## src/rtl/instr_mem_loader_if.sv

```systemverilog
// Handshake and write-bus bundle between a program source and the instruction memory loader.
interface instr_mem_loader_if;
    logic       start;
    logic       in_valid;
    logic       in_ready;
    logic [2:0] in_opcode;
    logic       in_rd;
    logic       in_rs;
    logic [2:0] in_imm;
    logic [4:0] in_address;
    logic       in_fmt_addr;
    logic       in_last;
    logic       wr_en;
    logic [7:0] wr_addr;
    logic [7:0] wr_data;
    logic       busy;
    logic       done;
    logic [7:0] count;
    logic       overflow;

    modport master (
        output start, in_valid, in_opcode, in_rd, in_rs, in_imm, in_address, in_fmt_addr, in_last,
        input  in_ready, wr_en, wr_addr, wr_data, busy, done, count, overflow
    );

    modport slave (
        input  start, in_valid, in_opcode, in_rd, in_rs, in_imm, in_address, in_fmt_addr, in_last,
        output in_ready, wr_en, wr_addr, wr_data, busy, done, count, overflow
    );
endinterface

```

## src/rtl/instr_mem_loader.sv

```systemverilog
// Packs instruction fields into 8-bit words and writes them sequentially from address 0
// until an in_last word is written or memory capacity is reached.
module instr_mem_loader #(
    parameter int MAX_WORDS = 32
) (
    input  logic               clk,
    input  logic               reset,
    instr_mem_loader_if.slave  bus
);
    typedef enum logic [1:0] {IDLE, LOAD, FULL, DONE} state_t;

    localparam logic [7:0] LAST_IDX = 8'(MAX_WORDS - 1);
    // count is 8 bits wide, so a 256-word memory saturates it at 255
    localparam logic [7:0] CNT_MAX  = 8'((MAX_WORDS > 255) ? 255 : MAX_WORDS);

    state_t     state, state_nxt;
    logic [7:0] ptr;
    logic [7:0] cnt;
    logic       ovf;
    logic       accept;
    logic       at_cap;
    logic [7:0] pack;
    logic       wr_en_q;
    logic [7:0] wr_addr_q;
    logic [7:0] wr_data_q;
    logic       busy_q;
    logic       done_q;

    always_ff @(posedge clk or posedge reset) begin
        if (reset) state <= IDLE;
        else       state <= state_nxt;
    end

    always_comb begin
        state_nxt = state;
        case (state)
            IDLE: if (bus.start) state_nxt = LOAD;
            LOAD: begin
                if (bus.start)                   state_nxt = LOAD;
                else if (accept && bus.in_last)  state_nxt = DONE;
                else if (accept && at_cap)       state_nxt = FULL;
            end
            FULL: if (bus.start) state_nxt = LOAD;
            DONE: state_nxt = bus.start ? LOAD : IDLE;
            default: state_nxt = IDLE;
        endcase
    end

    always_comb begin
        bus.in_ready = (state == LOAD) && !bus.start;
        accept       = bus.in_valid && bus.in_ready;
        at_cap       = (ptr == LAST_IDX);
        pack         = bus.in_fmt_addr ? {bus.in_opcode, bus.in_address}
                                       : {bus.in_opcode, bus.in_rd, bus.in_rs, bus.in_imm};
    end

    // busy follows the state being entered; done trails the DONE state by one cycle
    // so it lands after the final write strobe.
    always_ff @(posedge clk or posedge reset) begin
        if (reset) begin
            busy_q <= 1'b0;
            done_q <= 1'b0;
        end else begin
            busy_q <= (state_nxt == LOAD) || (state_nxt == FULL);
            done_q <= (state == DONE);
        end
    end

    always_ff @(posedge clk or posedge reset) begin
        if (reset) begin
            ptr       <= '0;
            cnt       <= '0;
            ovf       <= 1'b0;
            wr_en_q   <= 1'b0;
            wr_addr_q <= '0;
            wr_data_q <= '0;
        end else begin
            wr_en_q <= accept;
            if (bus.start) begin
                ptr <= '0;
                cnt <= '0;
                ovf <= 1'b0;
            end else if (accept) begin
                wr_addr_q <= ptr;
                wr_data_q <= pack;
                if (!at_cap)          ptr <= ptr + 8'd1;
                if (cnt != CNT_MAX)   cnt <= cnt + 8'd1;
                if (at_cap && !bus.in_last) ovf <= 1'b1;
            end
        end
    end

    assign bus.wr_en    = wr_en_q;
    assign bus.wr_addr  = wr_addr_q;
    assign bus.wr_data  = wr_data_q;
    assign bus.busy     = busy_q;
    assign bus.done     = done_q;
    assign bus.count    = cnt;
    assign bus.overflow = ovf;
endmodule

```

## src/flat_wrapper.sv

```systemverilog
// flat-port wrapper written by rule: the top's interface ports become plain ports
module instr_mem_loader_flat 
#(
    parameter int MAX_WORDS = 32
)
  (clk, reset, bus_start, bus_in_valid, bus_in_opcode, bus_in_rd, bus_in_rs, bus_in_imm, bus_in_address, bus_in_fmt_addr, bus_in_last, bus_in_ready, bus_wr_en, bus_wr_addr, bus_wr_data, bus_busy, bus_done, bus_count, bus_overflow);
  instr_mem_loader_if bus_i ();
  input  logic clk;
  input  logic reset;
  input wire logic [$bits(bus_i.start)-1:0] bus_start;
  input wire logic [$bits(bus_i.in_valid)-1:0] bus_in_valid;
  input wire logic [$bits(bus_i.in_opcode)-1:0] bus_in_opcode;
  input wire logic [$bits(bus_i.in_rd)-1:0] bus_in_rd;
  input wire logic [$bits(bus_i.in_rs)-1:0] bus_in_rs;
  input wire logic [$bits(bus_i.in_imm)-1:0] bus_in_imm;
  input wire logic [$bits(bus_i.in_address)-1:0] bus_in_address;
  input wire logic [$bits(bus_i.in_fmt_addr)-1:0] bus_in_fmt_addr;
  input wire logic [$bits(bus_i.in_last)-1:0] bus_in_last;
  output wire logic [$bits(bus_i.in_ready)-1:0] bus_in_ready;
  output wire logic [$bits(bus_i.wr_en)-1:0] bus_wr_en;
  output wire logic [$bits(bus_i.wr_addr)-1:0] bus_wr_addr;
  output wire logic [$bits(bus_i.wr_data)-1:0] bus_wr_data;
  output wire logic [$bits(bus_i.busy)-1:0] bus_busy;
  output wire logic [$bits(bus_i.done)-1:0] bus_done;
  output wire logic [$bits(bus_i.count)-1:0] bus_count;
  output wire logic [$bits(bus_i.overflow)-1:0] bus_overflow;
  assign bus_i.start = bus_start;
  assign bus_i.in_valid = bus_in_valid;
  assign bus_i.in_opcode = bus_in_opcode;
  assign bus_i.in_rd = bus_in_rd;
  assign bus_i.in_rs = bus_in_rs;
  assign bus_i.in_imm = bus_in_imm;
  assign bus_i.in_address = bus_in_address;
  assign bus_i.in_fmt_addr = bus_in_fmt_addr;
  assign bus_i.in_last = bus_in_last;
  assign bus_in_ready = bus_i.in_ready;
  assign bus_wr_en = bus_i.wr_en;
  assign bus_wr_addr = bus_i.wr_addr;
  assign bus_wr_data = bus_i.wr_data;
  assign bus_busy = bus_i.busy;
  assign bus_done = bus_i.done;
  assign bus_count = bus_i.count;
  assign bus_overflow = bus_i.overflow;
  instr_mem_loader #(.MAX_WORDS(MAX_WORDS)) u_core (.clk(clk), .reset(reset), .bus(bus_i));
endmodule
```

## config.mk

```make
export PLATFORM = sky130hd
export DESIGN_NAME = instr_mem_loader_flat
export DESIGN_NICKNAME = d
export VERILOG_FILES = /design/src/rtl/instr_mem_loader_if.sv /design/src/rtl/instr_mem_loader.sv /design/src/flat_wrapper.sv
export SDC_FILE = /design/constraint.sdc
export NUM_CORES = 1
export LEC_CHECK = 0
export ABC_CLOCK_PERIOD_IN_PS = 2200
export BUFFER_PORTS_ARGS = -buffer_cell sky130_fd_sc_hd__buf_2
export CORE_MARGIN = 2
export CORE_UTILIZATION = 50
export CTS_CLUSTER_SIZE = 16
export DETAILED_ROUTE_END_ITERATION = 10
export PLACE_DENSITY = 0.76
export SLEW_MARGIN = 20
export SYNTH_ARGS = -nofsm -noshare
export SYNTH_HDL_FRONTEND = slang
export SYNTH_SLANG_ARGS = --single-unit
export TNS_END_PERCENT = 1
```

## constraint.sdc

```tcl
create_clock -name clk -period 2.2 [get_ports clk]
set_clock_uncertainty 0.15 [all_clocks]
set_input_delay 0.44 -clock clk [delete_from_list [all_inputs] [get_ports clk]]
set_output_delay 0.44 -clock clk [all_outputs]
set_load 0.005 [all_outputs]
```

Word-level counts from Yosys, hierarchy flattened:

Index checks and enable logic that the tools add are counted.

* flip-flop bits (word level): 38
* output and inout port bits: 29
* logic and storage cells: 53

* $add $sub $neg: 2
* eq/ne operators: 8
* mux-type cells: 16
* bitwise gates (word level): 1
* reduce and logical (&&, ||, !) cells: 17

Operators by type and width (count)
* $mux W8: 6
* $add A8 B1 Y8 const B: 2
* $eq A8 B5 Y1 const B: 1
* $mux W2: 4
* $ne A8 B6 Y1 const B: 1
* $reduce_and A2 Y1: 4
* $eq A2 B2 Y1 const B: 3
* $pmux W2 S3: 1
* $reduce_bool A2 Y1: 3
* $logic_and A1 B1 Y1: 5
* $mux W5: 1
* $eq A2 B1 Y1 const B: 2
* $mux W1: 4
* $logic_not A1 Y1: 2
* $logic_not A2 Y1: 1
* $ne A2 B2 Y1 const B: 1
* $reduce_or A2 Y1: 1
* $logic_or A1 B1 Y1: 1
* $not A1 Y1: 1

Depth between registers and ports, before layout:

Gate-level depths: netlist of the first run.

* depth in word-level cells: 10
* gate-level depth with buffers: 7
* depth with buffers taken out: 5

Least setup slack after synthesis of the first run:

Ideal clock, no wire load.

* path kind: input -> register
* from: input port bus_start
* to: register u_core.ptr[5]
* library setup time: 0.125 ns
* data arrival time: 1.517 ns
* required time: 1.925 ns
* slack: 0.408 ns
* stages on the path: 5
* path buffers: 2
* cells stage by stage: buf_6 -> nand4bb_4 -> buf_6 -> a2111oi_2 -> mux2_2

* longest elaborated chain between the ends: 5
* elaborated cells on any way between the ends: 7
* classes of those cells: eq/ne (1); mux (1); reduce/logical (5)

RTL lines
* start, declared: line flat_wrapper.sv:10 `input wire logic [$bits(bus_i.start)-1:0] bus_start;`
* $logic_not A1 Y1: line instr_mem_loader.sv:50 `bus.in_ready = (state == LOAD) && !bus.start;`
* $logic_and A1 B1 Y1: line instr_mem_loader.sv:50
* $logic_and A1 B1 Y1: line instr_mem_loader.sv:51 `accept = bus.in_valid && bus.in_ready;`
* $reduce_bool A2 Y1 (no line)
* $reduce_and A2 Y1 (no line)
* end signal, assigned: line instr_mem_loader.sv:86 `if (!at_cap) ptr <= ptr + 8'd1;`
* end, declared: line instr_mem_loader.sv:17 `logic [7:0] ptr;`

Parallel ways exist; a longest one is shown, timed or not.
A chain may end at the register's enable or synchronous reset.

Worst setup path after layout of the first run:

* from: register u_core.ptr[0]
* to: register u_core.ptr[1]

* longest elaborated chain between the ends: 4
* elaborated cells on any way between the ends: 7
* classes of those cells: add/sub (1); eq/ne (2); mux (3); reduce/logical (1)

RTL lines
* $add A8 B1 Y8: line instr_mem_loader.sv:86
* $mux W8: line instr_mem_loader.sv:86
* $mux W8: line instr_mem_loader.sv:83 `end else if (accept) begin`
* $mux W8: line instr_mem_loader.sv:79 `if (bus.start) begin`

Parallel ways exist; a longest one is shown, timed or not. The select of a mux whose other input is x is not followed.

==> out/results.env, run 1 <==
TIMING.CRITICAL_PATH.BUF_INV=0
DRT_FIRST_ITER_VIOLATIONS=82
CLOCK-ROOT-BUFFER='clkbuf_4'
GRT_SETUP_UNREPAIRED='false'
POSTCTSSETUPREPAIRBUFS=0
PERIOD_NEEDED_NS=1.96
GRT_MAX_DEGREE=39
WORSTPATHCELLLIST='ha_1, nand4_1, o21ai_1, mux2_2'
CLOCK_TREE_FROM_TRITONCTS='yes'
ROUTE.DETAILED.DRC=0
FINISH.NET_COUNT=254
OVERALL_ROUTED_NET_LENGTH_UM=3740
FIRSTDRTPASSITERS=4
NUM_ROWS=21
SYN-INSTANCE-COUNT=183
CHIPHEIGHT_UM=64.4
AREA_GROWTH_SYN_TO_LAYOUT_PCT=21.2
TOP_LEVEL_PORTS=48
CAP_VIOLATIONS=0
GR-USAGE-MET3_PCT=6.08
DRT-VIAS-PER-INSTANCE=5.38
MAPPEDNETLISTNETS=205
NUMBER_OF_BUFFERS_INSERTED_FOR_HOLD_REPAIR_AFTER_CLOCK_TREE_SYNTHESIS=0
CTS.REPAIR.RESIZED=0
SETUP.WORST_PATH.CLASS='reg2reg'
ASYNC_RESET_FF_SHARE_PCT=100
GRT.OVERFLOW.TOTAL=0
CRIT_PATH_TOP_DELAY_CELL='dfrtp_1'
FFS_LATCHES_SYNTH=38
WORST_SETUP_PATH_END_KIND='flop'
ROUTED-VIA-COUNT=1501
CLKSLEWWORSTSETUPHOLDPATHS_NS=0.12
LAYOUT_COMMONEST_CELL='buf_2'
FLOORPLAN.INITIALDENSITY_PCT=53.5
CP_TOP_FAMILY='flip-flops'
MAX_CLOCK_FREQ_GHz=0.511
NUMCLOCKSINKS=38
CLK_PATH_BUF_DEPTH=2
HTREE_LEVELS=2
MOSTFREQUENTLAYOUTCELLS='buf_2, nand2_1, dfrtp_1'
WL_PER_CELL_UM=13.4
LAYOUT_SETUP_WS_NS=0.243
CELL_COUNT_OF_THE_WORST_REG_TO_REG_PATH=4
R2R_START='u_core.ptr[0]'
DRV_SLEW=0
TIMING.MAX_SLEW.REL_SLACK_PCT=68.1
GRT_ANTENNA_BEFORE_REPAIR=0
SYNTHESIS.AREA_PER_INSTANCE_UM2=9.98
PERIOD_SHARE_PCT=89.0
FIRST_GLOBAL_VIAS=1451
DRT.ANTENNA.VIOLATING_NETS=0
POWER.IR.VDD_WORST_V=0.000412
SHARE_OF_POST_ROUTE_CELLS_WITH_DRIVE_STRENGTH_ABOVE_1_PCT=30.0
DPL.HPWL_UM=2670
GRT_BUSIEST_LAYER='met2'
CELLLEAKAGEPOWER_nW=1.16
WORSTPATHREQUIRED_NS=2.28
NUMBER_OF_UNIQUE_STANDARD_CELL_TYPES_USED_BY_SYNTHESIS=43
SYNTH_FF_TYPE='dfrtp_1'
CLOCK_NETWORK_LATENCY_TO_THE_LATER_PIN_OF_THE_WORST_SKEW_PAIR_NS=0.34
RRSETUPSLACK_NS=0.24
HOLD_PATH.CLASS='in2async'
GLOBAL_ROUTE.USAGE.TOTAL_PCT=20.3
CORE_REGION_AREA_UM2=3420
GLOBAL_ROUTE_WIRE_LENGTH_BEFORE_REPAIR_UM=6480
GRT_UTIL_MET1_PCT=26.2
FINAL_HOLD_VIOL_COUNT=0
SYNTH.YOSYS.WARNINGS=0
POWER_DENSITY_nW_PER_UM2=714
BUFFER_PORTS.INSERTED=47
DIE-WIDTH_UM=64.4
WEIGHTED_CONGESTION_REPORTED_AT_THE_END_OF_ROUTABILITY_DRIVEN_PLACEMENT=0.795
NETLIST_AREA_UM2=1830
DP_SLACK_NS=0.286
RUN_STATUS='finished, final reports clean'
MAX_STAGE_DELAY_NS=0.44
TIMING_WORST_SLEW_PIN_VALUE_NS=0.479
SYNTH_SEQUENTIAL_AREA_RATIO_PCT=52.1
RR_ENDPOINT='u_core.ptr[1]'
GROUTE.LAYER.MET2.USAGE_PCT=31.1
WORSTSETUPSTARTPOINTTYPE='flop'
FIN_SETUP_TNS_NS=0
SYNTH_EDF_COUNT=0
CRITICAL_PATH_PEAK_FANOUT=7
ANTENNA_FIX_CELLS=0
SETUP-VIOLATIONS-FINAL=0
FP.DIEAREA_UM2=4150
FILLERS=278
CTS_MADE_BUFFERS=5
CRIT_ARRIVAL_NS=2.03
[cell usage after synthesis, types with 2 or more instances]
library cell / instances / share of area (%)
nand2_1: 42 / 8.6
dfrtp_1: 38 / 52
mux2i_1: 9 / 4.9
o21ai_0: 9 / 2.5
inv_1: 8 / 1.6
nor2_1: 7 / 1.4
nand3_1: 6 / 1.6
mux2_2: 5 / 3.1
a21oi_1: 4 / 1.1
clkbuf_1: 4 / 0.82
ha_1: 3 / 2.1
nor2b_1: 3 / 1.0
or3_1: 3 / 1.0
buf_1: 2 / 0.41
buf_2: 2 / 0.55
buf_6: 2 / 1.2
nand4_1: 2 / 0.68
nor3_1: 2 / 0.55
nor4_1: 2 / 0.68
o211ai_1: 2 / 0.82
o311ai_0: 2 / 0.96
o31ai_1: 2 / 0.82
o41ai_1: 2 / 0.96
or2_2: 2 / 0.68
or4_1: 2 / 0.82
[report_power, final]
part	internal, mW	switching, mW
Sequential	0.746	0.0350
Combinational	0.0885	0.106
Clock	0.385	0.221
Total	1.22	0.361
[state kept, by name, summed over array words and instances, names as in the netlist]
register	cells
u_core.bus.wr_data	8
u_core.ptr	8
u_core.bus.wr_en	1
u_core.bus.busy	1
u_core.bus.wr_addr	8
u_core.bus.overflow	1
u_core.state	2
u_core.bus.done	1
u_core.bus.count	8
[metal layers]
metal  vias to the layer above  part of all wire (%)
li1                        741                     -
met4                         0                   1.7
met2                        46                    45
met5                         -                     0
met1                       704                    46
met3                        10                   6.8
[cell families after synthesis]
family	share of synthesized area, %
AOI/OAI and AO/OA	11.9
muxes	8.01
buffers and inverters	4.86
DFF	52.1
adders and majority gates	2.06
and+or+nand+nor	21.1
[worst max path at each step]
stage,startpoint,end,cells past startpoint
5_1_grt,u_core.ptr[0],u_core.ptr[1],4
3_3_place_gp,u_core.ptr[0],u_core.ptr[1],4
6_report,u_core.ptr[0],u_core.ptr[1],4
2_1_floorplan,bus_start,u_core.ptr[5],5
4_1_cts,u_core.ptr[0],u_core.ptr[1],4
3_5_place_dp,u_core.ptr[0],u_core.ptr[1],4
[metrics by stage]
step	power (mW)	area [um^2]	instances	util [%]	hold slack, ns
finish	1.58	2210	279	64.8	0.0389
detailed placement	0.992	2100	271	61.5	0.311
global placement	0.986	2100	271	61.5	0.304
floorplan	0.903	1830	183	-	0.320
CTS	1.60	2210	279	64.8	0.0477
global route	1.67	2210	279	64.8	0.0651
[cell type report]
type	count	area, um^2	area share [%]
tap	46	57.6	2.60
timing repair buffer	52	273	12.3
inverter	9	33.8	1.53
multi-input combinational	126	787	35.6
clock inverter	2	60.1	2.71
sequential	38	951	43.0
clock buffer	6	51.3	2.32
[tightest hold or removal path: cells and delay by family]
| kind | cells | cell delay (ns) |
|---|---|---|
| buf+inv | 3 | 0.53 |
Note: power is estimated with default switching activity, not from simulation.
==> run 2, diff against run 1 <==
PLACE_DENSITY = 0.86   (was 0.76)
==> out/results.env, run 2 (synthesized netlist as in run 1, its figures left out) <==
DRT-VIAS-PER-INSTANCE=5.41  # was 5.38
P_TOTAL_mW=1.60  # was 1.58 mW
ANTENNA_FIX_CELLS=0  # unchanged
CELL_COUNT_OF_THE_WORST_REG_TO_REG_PATH=4  # unchanged
FIRSTDRTPASSITERS=4  # unchanged
HOLD_PATH.CLASS='in2async'  # unchanged
GRT_ANTENNA_BEFORE_REPAIR=0  # unchanged
PERIOD_SHARE_PCT=87.5  # was 89.0%
WORST_SETUP_PATH_END_KIND='flop'  # unchanged
SEQCELLAREA_UM2=951  # unchanged
CRIT_PATH_TOP_DELAY_CELL='dfrtp_1'  # unchanged
CLKSLEWWORSTSETUPHOLDPATHS_NS=0.12  # about the same
CLOCK_NETWORK_LATENCY_TO_THE_LATER_PIN_OF_THE_WORST_SKEW_PAIR_NS=0.35  # was 0.34 ns
FIRST_GLOBAL_VIAS=1327  # was 1,451
FINAL_HOLD_VIOL_COUNT=0  # unchanged
WL_PER_CELL_UM=13.2  # was 13.4 um
DRT_FIRST_ITER_VIOLATIONS=92  # was 82
HTREE_LEVELS=2  # unchanged
FP.DIEAREA_UM2=4150  # unchanged
CRIT_ARRIVAL_NS=2.02  # was 2.03 ns
FIN_SETUP_TNS_NS=0  # unchanged
DIE-WIDTH_UM=64.4  # unchanged
MAX_CLOCK_FREQ_GHz=0.520  # was 0.511 GHz
SHARE_OF_POST_ROUTE_CELLS_WITH_DRIVE_STRENGTH_ABOVE_1_PCT=30.0  # unchanged
WORSTSETUPSTARTPOINTTYPE='flop'  # unchanged
POWER_DENSITY_nW_PER_UM2=721  # was 714 nW/um^2
CLK_PATH_BUF_DEPTH=2  # unchanged
CHIPHEIGHT_UM=64.4  # unchanged
GRT_MAX_DEGREE=39  # unchanged
WORSTPATHCELLLIST='ha_1, nand4_1, o21ai_1, mux2_2'  # unchanged
FILLERS=282  # was 278
NUMBER_OF_BUFFERS_INSERTED_FOR_HOLD_REPAIR_AFTER_CLOCK_TREE_SYNTHESIS=0  # unchanged
MULTI_INPUT_GATE_AREA_IN_THE_FINAL_LAYOUT_UM2=787  # unchanged
CTS.REPAIR.RESIZED=0  # unchanged
MOSTFREQUENTLAYOUTCELLS='buf_2, nand2_1, dfrtp_1'  # unchanged
DPL.HPWL_UM=2580  # was 2670 um
FINISH.NET_COUNT=254  # unchanged
RRSETUPSLACK_NS=0.28  # was 0.24 ns
RR_ENDPOINT='u_core.ptr[1]'  # unchanged
RUN_STATUS='finished, final reports clean'  # unchanged
CTS_MADE_BUFFERS=5  # unchanged
CORE_REGION_AREA_UM2=3420  # unchanged
POWER.IR.VDD_WORST_V=0.000392  # was 0.000412 V
GRT.OVERFLOW.TOTAL=0  # unchanged
CLOCK_TREE_FROM_TRITONCTS='yes'  # unchanged
TIMING.CRITICAL_PATH.BUF_INV=0  # unchanged
CLOCK-ROOT-BUFFER='clkbuf_4'  # unchanged
LAYOUT_COMMONEST_CELL='buf_2'  # unchanged
PERIOD_NEEDED_NS=1.92  # was 1.96 ns
R2R_START='u_core.ptr[0]'  # unchanged
DRT.ANTENNA.VIOLATING_NETS=0  # unchanged
GLOBAL_ROUTE.USAGE.TOTAL_PCT=20.1  # was 20.3%
DRV_SLEW=0  # unchanged
ROUTED-VIA-COUNT=1510  # was 1,501
WORSTPATHREQUIRED_NS=2.30  # was 2.28 ns
TOP_LEVEL_PORTS=48  # unchanged
SETUP.WORST_PATH.CLASS='reg2reg'  # unchanged
BUFFER_PORTS.INSERTED=47  # unchanged
WEIGHTED_CONGESTION_REPORTED_AT_THE_END_OF_ROUTABILITY_DRIVEN_PLACEMENT=0.822  # was 0.795
TIMING_WORST_SLEW_PIN_VALUE_NS=0.466  # was 0.479 ns
NUM_ROWS=21  # unchanged
MAX_STAGE_DELAY_NS=0.44  # about the same
GLOBAL_ROUTE_WIRE_LENGTH_BEFORE_REPAIR_UM=6420  # was 6480 um
CAP_VIOLATIONS=0  # unchanged
SETUP-VIOLATIONS-FINAL=0  # unchanged
TIMING.MAX_SLEW.REL_SLACK_PCT=69.0  # was 68.1%
CELLLEAKAGEPOWER_nW=1.16  # unchanged
FLOORPLAN.INITIALDENSITY_PCT=53.5  # unchanged
ROUTE.DETAILED.DRC=0  # unchanged
OVERALL_ROUTED_NET_LENGTH_UM=3690  # was 3740 um
POSTCTSSETUPREPAIRBUFS=0  # unchanged
GRT_SETUP_UNREPAIRED='false'  # unchanged
CRITICAL_PATH_PEAK_FANOUT=7  # unchanged
CP_TOP_FAMILY='flip-flops'  # unchanged
NUMCLOCKSINKS=38  # unchanged
AREA_GROWTH_SYN_TO_LAYOUT_PCT=21.2  # unchanged
-- run 2: cell counts in the layout (fill, tap and decap cells not counted) --
No cell type changed its count.
-- run 2: through the flow --
| step | hold WS [ns] | cells | area [um^2] | utilization (%) | setup slack [ns] |
|---|---|---|---|---|---|
| floorplan | 0.320 | 183 | 1830 | - | 0.408 |
| global placement | 0.306 | 271 | 2100 | 61.5 | 0.321 |
| detailed placement | 0.310 | 271 | 2100 | 61.5 | 0.244 |
| CTS | 0.0442 | 279 | 2210 | 64.8 | 0.283 |
| global route | 0.0588 | 279 | 2210 | 64.8 | 0.141 |
| finish | 0.0310 | 279 | 2210 | 64.8 | 0.275 |
-- run 2: worst max path at each step --
stage                   from             to  cells after the start
2_1_floorplan      bus_start  u_core.ptr[5]                      5
3_3_place_gp       bus_start  u_core.ptr[5]                      4
3_5_place_dp       bus_start  u_core.ptr[7]                      4
4_1_cts        u_core.ptr[0]  u_core.ptr[1]                      4
5_1_grt        u_core.ptr[0]  u_core.ptr[1]                      4
6_report       u_core.ptr[0]  u_core.ptr[1]                      4
-- run 2: cell type report --
| class | count | area share (%) |
|---|---|---|
| Multi-Input combinational cell | 126 | 35.6 |
| Clock buffer | 6 | 2.32 |
| Tap cell | 46 | 2.60 |
| Clock inverter | 2 | 2.71 |
| Inverter | 9 | 1.53 |
| Sequential cell | 38 | 43.0 |
| Timing Repair Buffer | 52 | 12.3 |
-- run 2: worst reg2reg max path: cells and delay by family (launching register included) --
kind	cells	cell delay (ns)
compound gates	1	0.30
fa+ha+maj	1	0.29
flops	1	0.44
mux	1	0.36
simple gates	1	0.28
-- run 2: layer usage --
metal | up-vias | share of wire [%] | track usage, %
li1 | 742 | - | -
met3 | 7 | 6.4 | 5.03
met5 | - | 0 | 0
met4 | 0 | 1.3 | 7.18
met2 | 49 | 46 | 29.7
met1 | 712 | 47 | 29.0
-- run 2: where the power goes --
group	internal (mW)	leakage (nW)	switching, mW	total, mW
Clock	0.385	0.0585	0.237	0.622
Sequential	0.746	0.504	0.0348	0.781
Combinational	0.0886	0.596	0.104	0.193
Total	1.22	1.16	0.376	1.60
